`src/rtl/gray_codec_stream.sv`:
```
// Streaming binary<->Gray converter with a registered valid/ready output stage
// and an optional single-bit-step checker kept in the Gray domain.
module gray_codec_stream #(
    parameter int unsigned WIDTH    = 4,
    parameter int unsigned ERR_W    = 8,
    parameter bit          CHECK_EN = 1'b1
) (
    input  logic             clk,
    input  logic             rst_n,
    input  logic             clr,
    input  logic             in_valid,
    output logic             in_ready,
    input  logic             in_mode,
    input  logic [WIDTH-1:0] in_data,
    output logic             out_valid,
    input  logic             out_ready,
    output logic [WIDTH-1:0] out_data,
    output logic             out_mode,
    output logic             out_step_err,
    output logic [ERR_W-1:0] err_count
);

    localparam logic [ERR_W-1:0] ERR_MAX = {ERR_W{1'b1}};

    logic             accept_c;
    logic [WIDTH-1:0] gray_c;
    logic [WIDTH-1:0] bin_c;
    logic [WIDTH-1:0] conv_c;
    logic [WIDTH-1:0] chk_gray_c;
    logic             step_err_c;

    logic             out_valid_q, out_valid_d;
    logic [WIDTH-1:0] out_data_q, out_data_d;
    logic             out_mode_q, out_mode_d;
    logic             out_step_err_q, out_step_err_d;

    assign in_ready = !out_valid_q || out_ready;
    assign accept_c = in_valid && in_ready;

    // Gray->binary bit i is the XOR of all input bits from i up to the MSB.
    always_comb begin
        gray_c = in_data ^ (in_data >> 1);
        bin_c  = '0;
        for (int i = 0; i < int'(WIDTH); i++) begin
            bin_c[i] = ^(in_data >> i);
        end
        conv_c     = in_mode ? bin_c : gray_c;
        chk_gray_c = in_mode ? in_data : gray_c;
    end

    always_comb begin
        out_valid_d    = out_valid_q;
        out_data_d     = out_data_q;
        out_mode_d     = out_mode_q;
        out_step_err_d = out_step_err_q;
        if (accept_c) begin
            out_valid_d    = 1'b1;
            out_data_d     = conv_c;
            out_mode_d     = in_mode;
            out_step_err_d = step_err_c;
        end else if (out_ready) begin
            out_valid_d = 1'b0;
        end
    end

    always_ff @(posedge clk or negedge rst_n) begin
        if (!rst_n) begin
            out_valid_q    <= 1'b0;
            out_data_q     <= '0;
            out_mode_q     <= 1'b0;
            out_step_err_q <= 1'b0;
        end else begin
            out_valid_q    <= out_valid_d;
            out_data_q     <= out_data_d;
            out_mode_q     <= out_mode_d;
            out_step_err_q <= out_step_err_d;
        end
    end

    assign out_valid    = out_valid_q;
    assign out_data     = out_data_q;
    assign out_mode     = out_mode_q;
    assign out_step_err = out_step_err_q;

    generate
        if (CHECK_EN) begin : g_chk
            logic [WIDTH-1:0] hist_q, hist_d;
            logic             hist_vld_q, hist_vld_d;
            logic [ERR_W-1:0] err_q, err_d;
            logic [WIDTH-1:0] diff_c;
            logic             legal_c;

            // A beat accepted together with clr is exempt and seeds fresh history.
            always_comb begin
                diff_c     = chk_gray_c ^ hist_q;
                legal_c    = (diff_c != '0) && ((diff_c & (diff_c - WIDTH'(1))) == '0);
                hist_d     = hist_q;
                hist_vld_d = hist_vld_q;
                err_d      = err_q;
                step_err_c = 1'b0;
                if (accept_c) begin
                    step_err_c = hist_vld_q && !clr && !legal_c;
                    hist_d     = chk_gray_c;
                    hist_vld_d = 1'b1;
                end else if (clr) begin
                    hist_vld_d = 1'b0;
                end
                if (clr) begin
                    err_d = '0;
                end else if (step_err_c && (err_q != ERR_MAX)) begin
                    err_d = err_q + ERR_W'(1);
                end
            end

            always_ff @(posedge clk or negedge rst_n) begin
                if (!rst_n) begin
                    hist_q     <= '0;
                    hist_vld_q <= 1'b0;
                    err_q      <= '0;
                end else begin
                    hist_q     <= hist_d;
                    hist_vld_q <= hist_vld_d;
                    err_q      <= err_d;
                end
            end

            assign err_count = err_q;
        end else begin : g_nochk
            assign step_err_c = 1'b0;
            assign err_count  = '0;
        end
    endgenerate

endmodule

```
`config.mk`:
```
export PLATFORM = sky130hd
export DESIGN_NAME = gray_codec_stream
export DESIGN_NICKNAME = d
export VERILOG_FILES = /design/src/rtl/gray_codec_stream.sv
export SDC_FILE = /design/constraint.sdc
export NUM_CORES = 1
export LEC_CHECK = 0
export CORE_UTILIZATION = 54
export DETAILED_ROUTE_END_ITERATION = 6
export GPL_ROUTABILITY_DRIVEN = 0
export GPL_TIMING_DRIVEN = 0
export PLACE_DENSITY_LB_ADDON = 0.12
export SLEW_MARGIN = 20
export SYNTH_ARGS = -nofsm -noshare
export SYNTH_HDL_FRONTEND = slang
export SYNTH_SLANG_ARGS = --single-unit
```
`constraint.sdc`:
```
create_clock -name clk -period 6.3 [get_ports clk]
set_input_delay 1.575 -clock clk [delete_from_list [all_inputs] [get_ports clk]]
set_output_delay 1.575 -clock clk [all_outputs]
set_load 0.02 [all_outputs]
```
==> summary.json <==
{
  "outcome": {"value": "finished, final reports clean"},
  "floorplan.die_area": {"value": 0.00246, "unit": "mm^2"},
  "worst-slew-pin-transition": {"value": 0.877, "unit": "ns"},
  "route.detailed.vias_per_inst": {"value": 5.92},
  "final_min_period": {"value": 4.43, "unit": "ns"},
  "initial_antenna_violation_count": {"value": 0},
  "syn-num-nets": {"value": 136},
  "criticalPathCategory": {"value": "primary input to primary output"},
  "synth_compound_gate_area_share": {"value": 16.8, "unit": "%"},
  "maxCapViolCount": {"value": 0},
  "synth-edff-count": {"value": 0},
  "vias_in_the_first_global_route": {"value": 968},
  "num_antenna_cells": {"value": 0},
  "postCtsSetupRepairBufs": {"value": 0},
  "final_hold_viol_count": {"value": 0},
  "syn_inst": {"value": 125},
  "finalCritPeriodShare": {"value": 70.3, "unit": "%"},
  "io_pins": {"value": 26},
  "largest_net_degree_at_the_start_of_global_routing": {"value": 20},
  "finalWirelength": {"value": 2.56, "unit": "mm"},
  "place.port_buffers": {"value": 24},
  "final_antenna_net_count": {"value": 0},
  "clock_tree.root_cell": {"value": "clkbuf_4"},
  "first_pass_grt_wire_length": {"value": 4.43, "unit": "mm"},
  "worst_ep_required_time": {"value": 4.72, "unit": "ns"},
  "timing.hold.ws": {"value": 0.491, "unit": "ns"},
  "fin_setup_tns": {"value": 0, "unit": "ns"},
  "hold_buffers": {"value": 0},
  "cts_htree_levels": {"value": 1},
  "drt_iter0_drc": {"value": 27},
  "timing.final.max_slew_violations": {"value": 0},
  "floorplan.die.height": {"value": 49.6, "unit": "um"},
  "mappedNetlistArea": {"value": 0.00122, "unit": "mm^2"},
  "critical_path.slowest_cell": {"value": "clkdlybuf4s50_1"},
  "wl_per_cell": {"value": 14.2, "unit": "um"},
  "yosys.area_share.simple": {"value": 22.6, "unit": "%"},
  "final_core_utilization": {"value": 74.6, "unit": "%"},
  "critical-path-top-cell-by-count": {"value": "clkdlybuf4s50_1"},
  "synth-xor-area-share": {"value": 10.3, "unit": "%"},
  "cells_along_the_critical_path": {"value": "clkdlybuf4s50_1, nand2b_1, clkdlybuf4s50_1"},
  "multiplexer_fraction_of_the_synthesized_cell_area": {"value": 4.40, "unit": "%"},
  "cts-root-to-sink-buffers": {"value": 2},
  "synth-main-ff-cell": {"value": "dfrtp_1"},
  "finalSetupViolations": {"value": 0},
  "cts_resized": {"value": 0},
  "post_synth.cell_area_avg": {"value": 9.79, "unit": "um^2"},
  "total_power_after_layout": {"value": 326, "unit": "uW"},
  "row_count": {"value": 16},
  "drc_errors": {"value": 0},
  "synthTopCellsByCount": {"value": "dfrtp_1 (19), nand2_1 (18), xnor2_1 (9), o21ai_0 (8), nor2_1 (7)"},
  "timing.critical_path.fanout_max": {"value": 4},
  "vdd_drop_max": {"value": 147, "unit": "uV"},
  "cts.reportedPaths.clkPinSlew": {"value": 0.11, "unit": "ns"},
  "min_path_type": {"value": "flip-flop to flip-flop"},
  "worstPathArrival": {"value": 2.85, "unit": "ns"},
  "drive_above_1_share": {"value": 11.1, "unit": "%"},
  "yosysTopAreaCellShare": {"value": 38.9, "unit": "%"},
  "worst_skew_pair.late_latency": {"value": 0.30, "unit": "ns"},
  "cts_buffers": {"value": 3},
  "seq_area_frac_synth": {"value": 38.9, "unit": "%"},
  "adder_and_majority_gate_portion_of_the_synthesized_area": {"value": 1.02, "unit": "%"},
  "ys_types": {"value": 41},
  "die_w": {"value": 49.6, "unit": "um"},
  "ys_seq_elements": {"value": 19},
  "setup.worst_path.start_class": {"value": "primary input"},
  "initial_core_util": {"value": 59.9, "unit": "%"},
  "power.density": {"value": 214, "unit": "mW/mm^2"},
  "fmax": {"value": 226, "unit": "MHz"},
  "power.static_leakage": {"value": 0.000626, "unit": "uW"},
  "placeableCoreArea": {"value": 0.00204, "unit": "mm^2"},
  "synthArstFlopShare": {"value": 100, "unit": "%"},
  "crit_path_end_kind": {"value": "primary output"},
  "syn_to_final_growth": {"value": 24.5, "unit": "%"},
  "place.detailed.hpwl": {"value": 1.94, "unit": "mm"},
  "combinational_family_with_the_most_area_after_synthesis": {"value": "simple AND/OR/NAND/NOR gates"},
  "synth.largest_area_cell": {"value": "dfrtp_1"},
  "relSlewSlack": {"value": 41.4, "unit": "%"},
  "remaining_global_route_overflow": {"value": 0},
  "numClockSinks": {"value": 19},
  "crit_path_max_incr_delay": {"value": 0.63, "unit": "ns"},
  "routed-via-count": {"value": 1065},
  "worst_clock_skew": {"value": 0.000667, "unit": "ns"},
  "gr-usage-all-layers": {"value": 24.0, "unit": "%"},
  "synth.most_common_cell": {"value": "dfrtp_1"},
  "synth-warning-count": {"value": 0},
  "drt_first_pass_iters": {"value": 5},
  "grt_setup_unrepaired": {"value": "false"},
  "fillerInstances": {"value": 162},
  "nets": {"value": 165},
  "tritoncts": {"value": "yes"},
  "synth.area.top_cells": {"value": "dfrtp_1 (39%), xnor2_1 (6.4%), nand2_1 (5.5%)"}
}
## layer usage
layer / global-route usage (%) / share of wire [%]
met1: 32.1 / 47
met2: 36.7 / 46
met3: 4.01 / 5.3
met4: 12.9 / 1.8
met5: 0 / 0
## stage by stage
| step | area [um^2] | std cells | worst slack, ns |
|---|---|---|---|
| after CTS | 1520 | 180 | 1.86 |
| after detailed placement | 1500 | 176 | 1.87 |
| after floorplan | 1220 | 125 | 2.86 |
| final | 1520 | 180 | 1.87 |
| after global routing | 1520 | 180 | 1.83 |
| after global placement | 1500 | 176 | 1.87 |
## report_power, final
part	internal, uW	switching (uW)
logic	56.6	65.3
registers	134	7.58
clock network	24.7	38.2
total	215	111
## state kept, by name, indices dropped and copies added, names as in the netlist
register	flops
err_count	8
out_data	4
out_step_err	1
out_mode	1
g_chk.hist_q	3
g_chk.hist_vld_q	1
out_valid	1
## cell type report
| type | instances | area (um^2) | share of cell area [%] |
|---|---|---|---|
| plain buffers | 7 | 58.8 | 3.86 |
| clock buffers | 4 | 26.3 | 1.72 |
| inverters | 4 | 15.0 | 0.985 |
| multi-input cells | 95 | 674 | 44.3 |
| flip-flops and latches | 19 | 475 | 31.2 |
| well taps | 27 | 33.8 | 2.22 |
| repair buffers | 24 | 240 | 15.8 |
## worst paths after layout
check | start | to | slack [ns] | cells after the start
worst max-delay path | out_ready | in_ready | 1.87 | 3
worst min-delay path | out_data[2] | out_data[2] | 0.49 | 2
worst max register to register | g_chk.hist_q[0] | err_count[5] | 3.83 | 7
worst min register to register | out_data[2] | out_data[2] | 0.49 | 2
max in group asynchronous | rst_n | out_data[3] | 4.01 | 1
min in group asynchronous | rst_n | out_valid | 1.76 | 1
## cell families after synthesis
logic type | count (synthesis)
AOI/OAI and AO/OA | 26
adders and majority gates | 1
and+or+nand+nor | 51
DFF | 19
xor gates and xnor gates | 12
muxes | 5
buffers and inverters | 11
## cell usage in the layout, fill, tap and decap left out, drive strengths merged, types with 2 or more instances in the layout
cell type / Yosys / routed
a21oi: 3 / 3
buf: 4 / 4
clkbuf: 3 / 7
clkdlybuf4s50: 0 / 24
dfrtp: 19 / 19
inv: 4 / 4
mux2: 3 / 3
mux2i: 2 / 2
nand2: 18 / 18
nand2b: 3 / 3
nand3: 2 / 2
nand4: 2 / 2
nor2: 7 / 7
nor2b: 6 / 6
nor3: 4 / 4
nor4: 3 / 3
o211ai: 2 / 2
o21ai: 8 / 8
o311ai: 4 / 4
o31ai: 3 / 3
o41ai: 3 / 3
or4: 2 / 2
xnor2: 9 / 9
xor2: 2 / 2
## worst max-delay path: cells and delay by family
kind	cells	cell delay, ns
buf+inv	2	1.08
simple gates	1	0.20
(Power assumes the default switching activity.)
